[config.mk]
export PLATFORM = sky130hd
export DESIGN_NAME = branch_resolve_unit_flat
export DESIGN_NICKNAME = d
export VERILOG_FILES = /design/src/rtl/branch_resolve_unit_if.sv /design/src/rtl/branch_resolve_unit.sv /design/src/flat_wrapper.sv
export SDC_FILE = /design/constraint.sdc
export NUM_CORES = 1
export LEC_CHECK = 0
export CORE_ASPECT_RATIO = 1.1
export CORE_MARGIN = 1.5
export CORE_UTILIZATION = 45
export CTS_CLUSTER_DIAMETER = 80
export CTS_CLUSTER_SIZE = 40
export DETAILED_ROUTE_END_ITERATION = 10
export PLACE_DENSITY = 0.77
export SLEW_MARGIN = 20
export SYNTH_ARGS = -nofsm -noshare
export SYNTH_HDL_FRONTEND = slang
export SYNTH_SLANG_ARGS = --single-unit
[constraint.sdc]
create_clock -name clk -period 5.64 [get_ports clk]
set_clock_uncertainty 0.1 [all_clocks]
set_input_delay 0.846 -clock clk [delete_from_list [all_inputs] [get_ports clk]]
set_output_delay 0.846 -clock clk [all_outputs]
set_load 0.05 [all_outputs]
[src/rtl/branch_resolve_unit_if.sv]
// Request/result handshake bundle for branch_resolve_unit.
// The master side issues requests and consumes results; the slave side is the unit.
interface branch_resolve_unit_if #(
    parameter int unsigned XLEN = 32
);
    logic            in_valid;
    logic            in_ready;
    logic [1:0]      in_kind;
    logic [2:0]      in_funct3;
    logic [XLEN-1:0] in_data1;
    logic [XLEN-1:0] in_data2;
    logic [XLEN-1:0] in_pc;
    logic [XLEN-1:0] in_imm;
    logic            in_pred_taken;
    logic [XLEN-1:0] in_pred_target;

    logic            out_valid;
    logic            out_ready;
    logic            out_taken;
    logic [XLEN-1:0] out_target;
    logic            out_mispredict;
    logic            out_illegal;
    logic            out_less;
    logic            out_equal;

    modport master (
        output in_valid, in_kind, in_funct3, in_data1, in_data2, in_pc, in_imm,
        output in_pred_taken, in_pred_target, out_ready,
        input  in_ready, out_valid, out_taken, out_target, out_mispredict, out_illegal,
        input  out_less, out_equal
    );

    modport slave (
        input  in_valid, in_kind, in_funct3, in_data1, in_data2, in_pc, in_imm,
        input  in_pred_taken, in_pred_target, out_ready,
        output in_ready, out_valid, out_taken, out_target, out_mispredict, out_illegal,
        output out_less, out_equal
    );
endinterface

[src/rtl/branch_resolve_unit.sv]
// Execute-stage branch resolution: compare, target generation, misprediction check,
// 1- or 2-deep valid/ready pipeline with flush and saturating statistics counters.
module branch_resolve_unit #(
    parameter int unsigned XLEN   = 32,
    parameter int unsigned STAGES = 1,
    parameter int unsigned CNT_W  = 32
) (
    input  logic                 clk,
    input  logic                 rst,
    input  logic                 flush,
    branch_resolve_unit_if.slave bus,
    output logic [CNT_W-1:0]     branch_cnt,
    output logic [CNT_W-1:0]     mispredict_cnt
);
    localparam logic [1:0] KIND_BR   = 2'b00;
    localparam logic [1:0] KIND_JAL  = 2'b01;
    localparam logic [1:0] KIND_JALR = 2'b10;

    if ((STAGES != 1 && STAGES != 2) || XLEN < 8) begin : g_bad_params
        $error("branch_resolve_unit: STAGES must be 1 or 2 and XLEN at least 8");
    end

    logic [XLEN:0]   diff_ext;
    logic [XLEN-1:0] jalr_sum;
    logic            lt_u, lt_s;
    logic            c_equal, c_less, c_taken, c_illegal;
    logic [XLEN-1:0] c_target;

    always_comb begin
        diff_ext  = {1'b0, bus.in_data1} - {1'b0, bus.in_data2};
        lt_u      = diff_ext[XLEN];
        lt_s      = (bus.in_data1[XLEN-1] != bus.in_data2[XLEN-1]) ? bus.in_data1[XLEN-1]
                                                                   : diff_ext[XLEN-1];
        // A zero difference is exactly operand equality.
        c_equal   = (diff_ext[XLEN-1:0] == '0);
        c_less    = bus.in_funct3[1] ? lt_u : lt_s;
        jalr_sum  = bus.in_data1 + bus.in_imm;
        c_taken   = 1'b0;
        c_illegal = 1'b0;
        c_target  = bus.in_pc + bus.in_imm;
        case (bus.in_kind)
            KIND_BR: begin
                case (bus.in_funct3)
                    3'b000:          c_taken = c_equal;
                    3'b001:          c_taken = !c_equal;
                    3'b100, 3'b110:  c_taken = c_less;
                    3'b101, 3'b111:  c_taken = !c_less;
                    default:         c_illegal = 1'b1;
                endcase
            end
            KIND_JAL:  c_taken = 1'b1;
            KIND_JALR: begin
                c_taken  = 1'b1;
                c_target = jalr_sum & {{(XLEN-1){1'b1}}, 1'b0};
            end
            default: begin
                c_illegal = 1'b1;
                c_target  = '0;
            end
        endcase
    end

    // Signals feeding the output register, either straight from the inputs or from stage A.
    logic            m_valid, m_less, m_equal, m_taken, m_illegal, m_pred_taken, m_mispredict;
    logic [XLEN-1:0] m_target, m_pred_target;

    logic            out_valid_q, out_taken_q, out_mispredict_q, out_illegal_q;
    logic            out_less_q, out_equal_q;
    logic [XLEN-1:0] out_target_q;
    logic            out_adv;

    assign out_adv = !out_valid_q || bus.out_ready;

    if (STAGES == 2) begin : g_two
        logic            a_valid_q, a_less_q, a_equal_q, a_taken_q, a_illegal_q, a_pred_taken_q;
        logic [XLEN-1:0] a_target_q, a_pred_target_q;

        assign bus.in_ready = !flush && (!a_valid_q || out_adv);

        always_ff @(posedge clk) begin
            if (rst) begin
                a_valid_q       <= 1'b0;
                a_less_q        <= 1'b0;
                a_equal_q       <= 1'b0;
                a_taken_q       <= 1'b0;
                a_illegal_q     <= 1'b0;
                a_pred_taken_q  <= 1'b0;
                a_target_q      <= '0;
                a_pred_target_q <= '0;
            end else if (flush) begin
                a_valid_q <= 1'b0;
            end else if (!a_valid_q || out_adv) begin
                a_valid_q <= bus.in_valid;
                if (bus.in_valid) begin
                    a_less_q        <= c_less;
                    a_equal_q       <= c_equal;
                    a_taken_q       <= c_taken;
                    a_illegal_q     <= c_illegal;
                    a_pred_taken_q  <= bus.in_pred_taken;
                    a_target_q      <= c_target;
                    a_pred_target_q <= bus.in_pred_target;
                end
            end
        end

        assign m_valid       = a_valid_q;
        assign m_less        = a_less_q;
        assign m_equal       = a_equal_q;
        assign m_taken       = a_taken_q;
        assign m_illegal     = a_illegal_q;
        assign m_pred_taken  = a_pred_taken_q;
        assign m_target      = a_target_q;
        assign m_pred_target = a_pred_target_q;
    end else begin : g_one
        assign bus.in_ready  = !flush && out_adv;
        assign m_valid       = bus.in_valid;
        assign m_less        = c_less;
        assign m_equal       = c_equal;
        assign m_taken       = c_taken;
        assign m_illegal     = c_illegal;
        assign m_pred_taken  = bus.in_pred_taken;
        assign m_target      = c_target;
        assign m_pred_target = bus.in_pred_target;
    end

    assign m_mispredict = !m_illegal &&
                          ((m_taken != m_pred_taken) || (m_taken && (m_target != m_pred_target)));

    always_ff @(posedge clk) begin
        if (rst) begin
            out_valid_q      <= 1'b0;
            out_taken_q      <= 1'b0;
            out_mispredict_q <= 1'b0;
            out_illegal_q    <= 1'b0;
            out_less_q       <= 1'b0;
            out_equal_q      <= 1'b0;
            out_target_q     <= '0;
        end else if (flush) begin
            out_valid_q <= 1'b0;
        end else if (out_adv) begin
            out_valid_q <= m_valid;
            if (m_valid) begin
                out_taken_q      <= m_taken;
                out_mispredict_q <= m_mispredict;
                out_illegal_q    <= m_illegal;
                out_less_q       <= m_less;
                out_equal_q      <= m_equal;
                out_target_q     <= m_target;
            end
        end
    end

    logic out_hs;
    assign out_hs = out_valid_q && bus.out_ready && !flush;

    always_ff @(posedge clk) begin
        if (rst) begin
            branch_cnt     <= '0;
            mispredict_cnt <= '0;
        end else if (out_hs) begin
            if (branch_cnt != '1) begin
                branch_cnt <= branch_cnt + 1'b1;
            end
            if (out_mispredict_q && (mispredict_cnt != '1)) begin
                mispredict_cnt <= mispredict_cnt + 1'b1;
            end
        end
    end

    assign bus.out_valid      = out_valid_q;
    assign bus.out_taken      = out_taken_q;
    assign bus.out_target     = out_target_q;
    assign bus.out_mispredict = out_mispredict_q;
    assign bus.out_illegal    = out_illegal_q;
    assign bus.out_less       = out_less_q;
    assign bus.out_equal      = out_equal_q;
endmodule

[src/flat_wrapper.sv]
// flat-port wrapper written by rule: the top's interface ports become plain ports
module branch_resolve_unit_flat 
#(
    parameter int unsigned XLEN   = 32,
    parameter int unsigned STAGES = 1,
    parameter int unsigned CNT_W  = 32
)
  (clk, rst, flush, branch_cnt, mispredict_cnt, bus_in_valid, bus_in_kind, bus_in_funct3, bus_in_data1, bus_in_data2, bus_in_pc, bus_in_imm, bus_in_pred_taken, bus_in_pred_target, bus_out_ready, bus_in_ready, bus_out_valid, bus_out_taken, bus_out_target, bus_out_mispredict, bus_out_illegal, bus_out_less, bus_out_equal);
  branch_resolve_unit_if #(.XLEN(XLEN)) bus_i ();
  input  logic clk;
  input  logic rst;
  input  logic flush;
  output logic [CNT_W-1:0] branch_cnt;
  output logic [CNT_W-1:0] mispredict_cnt;
  input wire logic [$bits(bus_i.in_valid)-1:0] bus_in_valid;
  input wire logic [$bits(bus_i.in_kind)-1:0] bus_in_kind;
  input wire logic [$bits(bus_i.in_funct3)-1:0] bus_in_funct3;
  input wire logic [$bits(bus_i.in_data1)-1:0] bus_in_data1;
  input wire logic [$bits(bus_i.in_data2)-1:0] bus_in_data2;
  input wire logic [$bits(bus_i.in_pc)-1:0] bus_in_pc;
  input wire logic [$bits(bus_i.in_imm)-1:0] bus_in_imm;
  input wire logic [$bits(bus_i.in_pred_taken)-1:0] bus_in_pred_taken;
  input wire logic [$bits(bus_i.in_pred_target)-1:0] bus_in_pred_target;
  input wire logic [$bits(bus_i.out_ready)-1:0] bus_out_ready;
  output wire logic [$bits(bus_i.in_ready)-1:0] bus_in_ready;
  output wire logic [$bits(bus_i.out_valid)-1:0] bus_out_valid;
  output wire logic [$bits(bus_i.out_taken)-1:0] bus_out_taken;
  output wire logic [$bits(bus_i.out_target)-1:0] bus_out_target;
  output wire logic [$bits(bus_i.out_mispredict)-1:0] bus_out_mispredict;
  output wire logic [$bits(bus_i.out_illegal)-1:0] bus_out_illegal;
  output wire logic [$bits(bus_i.out_less)-1:0] bus_out_less;
  output wire logic [$bits(bus_i.out_equal)-1:0] bus_out_equal;
  assign bus_i.in_valid = bus_in_valid;
  assign bus_i.in_kind = bus_in_kind;
  assign bus_i.in_funct3 = bus_in_funct3;
  assign bus_i.in_data1 = bus_in_data1;
  assign bus_i.in_data2 = bus_in_data2;
  assign bus_i.in_pc = bus_in_pc;
  assign bus_i.in_imm = bus_in_imm;
  assign bus_i.in_pred_taken = bus_in_pred_taken;
  assign bus_i.in_pred_target = bus_in_pred_target;
  assign bus_i.out_ready = bus_out_ready;
  assign bus_in_ready = bus_i.in_ready;
  assign bus_out_valid = bus_i.out_valid;
  assign bus_out_taken = bus_i.out_taken;
  assign bus_out_target = bus_i.out_target;
  assign bus_out_mispredict = bus_i.out_mispredict;
  assign bus_out_illegal = bus_i.out_illegal;
  assign bus_out_less = bus_i.out_less;
  assign bus_out_equal = bus_i.out_equal;
  branch_resolve_unit #(.XLEN(XLEN), .STAGES(STAGES), .CNT_W(CNT_W)) u_core (.clk(clk), .rst(rst), .flush(flush), .bus(bus_i), .branch_cnt(branch_cnt), .mispredict_cnt(mispredict_cnt));
endmodule
## Yosys cells after proc, flatten, opt, wreduce, memory -nomap -nowiden

Index checks and enable logic that the tools add are counted.

- Register bits: 102
- Bits in latches: 0
- Memory bits (writable): 0
- Bits in read-only memories: 0
- Bits of input ports: 171
- Output and inout bits: 103
- Word-level logic and storage cells: 59
- Memories kept: 0

- Add/sub/neg operators: 5
- $mul: 0
- Divide/modulo/power cells: 0
- $lt $le $gt $ge: 0
- Equality and inequality tests: 12
- Shift operators: 0
- Mux-type cells: 7
- Bitwise operators: 1
- Reduce and logical (&&, ||, !) cells: 25

Operator list:

| operator | count |
|---|---|
| $add A32 B1 Y32 const B | 2 |
| $add A32 B32 Y32 | 2 |
| $ne A32 B32 Y1 const B | 2 |
| $pmux W32 S2 | 1 |
| $sub A32 B32 Y33 | 1 |
| $logic_not A32 Y1 | 1 |
| $ne A32 B32 Y1 | 1 |
| $eq A3 B3 Y1 const B | 4 |
| $reduce_or A2 Y1 | 5 |
| $logic_and A1 B1 Y1 | 6 |
| $reduce_or A6 Y1 | 1 |
| $logic_not A1 Y1 | 5 |
| $pmux W1 S2 | 2 |
| $pmux W1 S4 | 1 |
| $reduce_and A2 Y1 | 2 |
| $eq A3 B1 Y1 const B | 1 |
| $logic_not A3 Y1 | 1 |
| $mux W1 | 3 |
| $reduce_and A3 Y1 | 1 |
| $eq A2 B1 Y1 const B | 1 |
| $eq A2 B2 Y1 const B | 1 |
| $logic_not A2 Y1 | 1 |
| $logic_or A1 B1 Y1 | 2 |
| $ne A1 B1 Y1 | 2 |
| $not A1 Y1 | 1 |

## Depth between registers and ports, before layout

- Depth after elaboration: 9
- Depth in mapped cells: 25

## Least setup slack after synthesis

Ideal clock, no wire load.

- Path type: in2reg
- Start point: input port bus_in_data2[20]
- End point: register u_core.out_mispredict_q, in the netlist u_core.bus.out_mispredict
- Data arrival time: 5.332 ns
- Data required time: 5.456 ns
- Path slack: 0.124 ns
- Cell stages on the path: 25
- Path through: inv_1 > ha_1 > clkbuf_1 > a21o_1 > a21o_1 > a21oi_1 > and2_1 > or4b_2 > a31oi_1 > nor2_1 > o21ai_0 > nand2_1 > a21oi_1 > fa_1 > o2111ai_1 > nor4_1 > nand4_1 > nor4_1 > nand4_1 > or4_4 > nor4_4 > xnor2_1 > o21ai_2 > and4_1 > o31ai_2

- Longest elaborated chain between the ends: 9

RTL lines:

| element | RTL line | source |
|---|---|---|
| start, declared | flat_wrapper.sv:19 | `input wire logic [$bits(bus_i.in_data2)-1:0] bus_in_data2;` |
| $sub A32 B32 Y33 * | branch_resolve_unit.sv:30 | `diff_ext = {1'b0, bus.in_data1} - {1'b0, bus.in_data2};` |
| parallel branches: the longest is 3 deep, another holds $logic_not A32 Y1 | -- |  |
| $pmux W1 S4 * | branch_resolve_unit.sv:43 | `case (bus.in_funct3)` |
| $pmux W1 S2 * | branch_resolve_unit.sv:41 | `case (bus.in_kind)` |
| $ne A1 B1 Y1 / $logic_and A1 B1 Y1 (equally long branches) | branch_resolve_unit.sv:127 | `((m_taken != m_pred_taken) \|\| (m_taken && (m_target != m_pred_target)));` |
| $logic_or A1 B1 Y1 * | branch_resolve_unit.sv:127 |  |
| $logic_and A1 B1 Y1 * | branch_resolve_unit.sv:126 | `assign m_mispredict = !m_illegal &&` |
| end signal, assigned | branch_resolve_unit.sv:144 | `out_mispredict_q <= m_mispredict;` |
| end, declared | branch_resolve_unit.sv:67 | `logic out_valid_q, out_taken_q, out_mispredict_q, out_illegal_q;` |

Mark *: on every way between the ends.
A chain may end at the register's enable or synchronous reset.

## Worst setup path in the final report

- Start point: input port bus_in_data1[0]
- End point: register u_core.out_mispredict_q, in the netlist u_core.bus.out_mispredict

- Longest elaborated chain between the ends: 9

RTL lines:

| element | RTL line | source |
|---|---|---|
| start, declared | flat_wrapper.sv:18 | `input wire logic [$bits(bus_i.in_data1)-1:0] bus_in_data1;` |
| parallel branches: the longest is 7 deep, another holds $sub A32 B32 Y33 | -- |  |
| $logic_or A1 B1 Y1 * | branch_resolve_unit.sv:127 |  |
| $logic_and A1 B1 Y1 * | branch_resolve_unit.sv:126 |  |

Marks and branches as above.

==> qor.yml <==
max_freq_mhz: 188
synth_seq_area_share_pct: 18.9
seq_area_mm2: 0.00204
diodes: 0
grt_max_degree: 61
synth_top_area_share_pct: 18.9
via_per_inst: 5.90
cp-start-kind: "input pin"
cts_buffer_depth: 2
status: "finished, final reports clean"
ioPinCount: 274
syn_nets: 1747
place_ws_ns: -1.19
cp_data_required_time_ns: 5.80
die_x_um: 151
grt_setup_unrepaired: "false"
ys_types: 78
finalCritPeriodShare_pct: 94.5
hold_viol_final: 0
min_period_ns: 5.33
grt_pass1_wl_mm: 64.2
fin_nets: 2139
htreeDepth: 3
synth_edf_count: 0
dominantRegCellSynth: "dfxtp_1"
clkTransAtPathRegs_ns: 0.07
worst_setup_path_end_kind: "register"
cts_root_buf: "clkbuf_16"
vias: 12800
cts_sinks: 102
synthTopCellsByArea: "dfxtp_1 19%, ha_1 12%, nor2_1 6.2%"
arrival_ns: 5.49
ir_drop_uv: 142
synth_common_cells: "177 x nor2_1, 130 x nand2_1, 105 x a21oi_1, 102 x dfxtp_1, 100 x ha_1"
slew_violations: 0
crit_type: "input pin to register"
crit_path_top_delay_cell: "or4b_4"
finalWorstSetupSlack_ns: 0.311
p_leak_uw: 0.00627
area.growth.synth_to_final_pct: 45.6
drc: 0
first_pass_iters: 8
cts_tree: "done"
gr-usage-all-layers_pct: 33.0
core.rowCount: 59
max_stage_delay_ns: 0.55
ctsHoldBuffers: 0
synth_top_area_cell: "dfxtp_1"
first_global_vias: 12400
syn_inst: 1472
grt-ovfl-total: 0
port_buffers: 273
synthesis.area_mm2: 0.0108
p_per_area_mw_per_mm2: 176
cap_violations: 0
dieArea_mm2: 0.0249
drt_iter0_drc: 732
hold_class: "register to register"
start_util_pct: 45.7
wl_per_cell_um: 19.5
insertion_delay_ns: 0.35
routed_wl_mm: 42.3
cts_buffers: 9
antenna_found_initial: 1
worst_pin_slew_ns: 0.933
yosysMostFrequentCell: "nor2_1"
drive_above_1_share_pct: 15.4
syn_avg_cell_area_um2: 7.33
async_flop_share_pct: 0
critical_path.max_fanout: 3
hpwl_mm: 34.4
ys_ff_latch: 102
setup_violations: 0
multi_input_area_mm2: 0.00880
fp.dieH_um: 165
coreArea_mm2: 0.0236
yosysWarnings: 0
fill_cells: 2019
relSlewSlack_pct: 36.2
whs_ns: 0.356
gp_congestion: 0.987
ant_nets: 0
## worst max-delay path, delay by kind of cell
kind,cells,cell delay (ns)
compound gates,9,1.32
xor+xnor,1,0.12
fa+ha+maj,2,0.37
buf+inv,4,0.65
simple gates,11,2.21
## cell type report
cell class,count,area share [%]
Clock buffer,10,1.52
Sequential cell,102,13.0
Multi-Input combinational cell,1250,56.0
Clock inverter,5,0.525
Tap cell,305,2.43
Timing Repair Buffer,441,25.1
Inverter,60,1.43
## cell usage in the layout (no fill, tap or decap), types with 46 or more instances in the layout
cell / count
clkdlybuf4s50_1: 231
nor2_1: 174
buf_4: 164
nand2_1: 128
dfxtp_1: 102
a21oi_1: 93
ha_1: 76
o21ai_0: 69
xor2_1: 66
xnor2_1: 62
nand3_1: 52
inv_1: 46
## per-layer routing
layer	track usage (%)	up-vias	share of wire (%)
met5	0	-	0.033
met4	16.5	2	4.8
met3	3.98	102	6.7
met2	60.2	544	50
met1	37.6	5953	39
li1	-	6222	-
## per-stage QoR
step	total power (uW)	instances	util (%)	cell area [um^2]	TNS (ns)
2_1_floorplan	1490	1472	-	10800	0
3_3_place_gp	2000	2146	62.8	14800	-2.15
3_5_place_dp	2010	2146	62.8	14800	-3.08
4_1_cts	2730	2173	66.4	15700	0
5_1_grt	2890	2173	66.5	15700	0
6_report	2760	2173	66.5	15700	0
## state kept, by name, summed over array words and instances (netlist names)
name,flops
u_core.bus.out_valid,1
u_core.bus.out_equal,1
u_core.bus.out_less,1
u_core.bus.out_mispredict,1
u_core.bus.out_target,32
u_core.bus.out_taken,1
u_core.bus.out_illegal,1
u_core.mispredict_cnt,32
u_core.branch_cnt,32
## final timing paths
| kind | start | to | slack [ns] | cells past startpoint |
|---|---|---|---|---|
| max reg2reg | u_core.branch_cnt[26] | u_core.branch_cnt[31] | 2.34 | 12 |
| min | u_core.bus.out_target[0] | u_core.bus.out_target[0] | 0.36 | 2 |
| min reg2reg | u_core.bus.out_target[0] | u_core.bus.out_target[0] | 0.36 | 2 |
| max | bus_in_data1[0] | u_core.bus.out_mispredict | 0.31 | 27 |
## power by group
group          switching, uW  total, uW  leakage, uW  internal [uW]
clock network            270        670     0.000159            400
registers               9.29        746     0.000827            737
logic                    751       1350      0.00529            594
## what timing repair did
item	in CTS	in global routing
gates resized for setup	166	5
endpoints found under the hold margin	0	0
pin swaps	58	17
setup buffers	12	0
setup endpoints to repair	3	3
## cells by family after synthesis
| kind of cell | count (synthesis) | synth area share, % |
|---|---|---|
| buffers and inverters | 120 | 4.28 |
| muxes | 15 | 1.41 |
| AOI/OAI and AO/OA | 418 | 26.1 |
| adders and majority gates | 104 | 12.3 |
| DFF | 102 | 18.9 |
| xor gates and xnor gates | 129 | 10.5 |
| and+or+nand+nor | 584 | 26.5 |
Power figures use the tool's default switching activity.
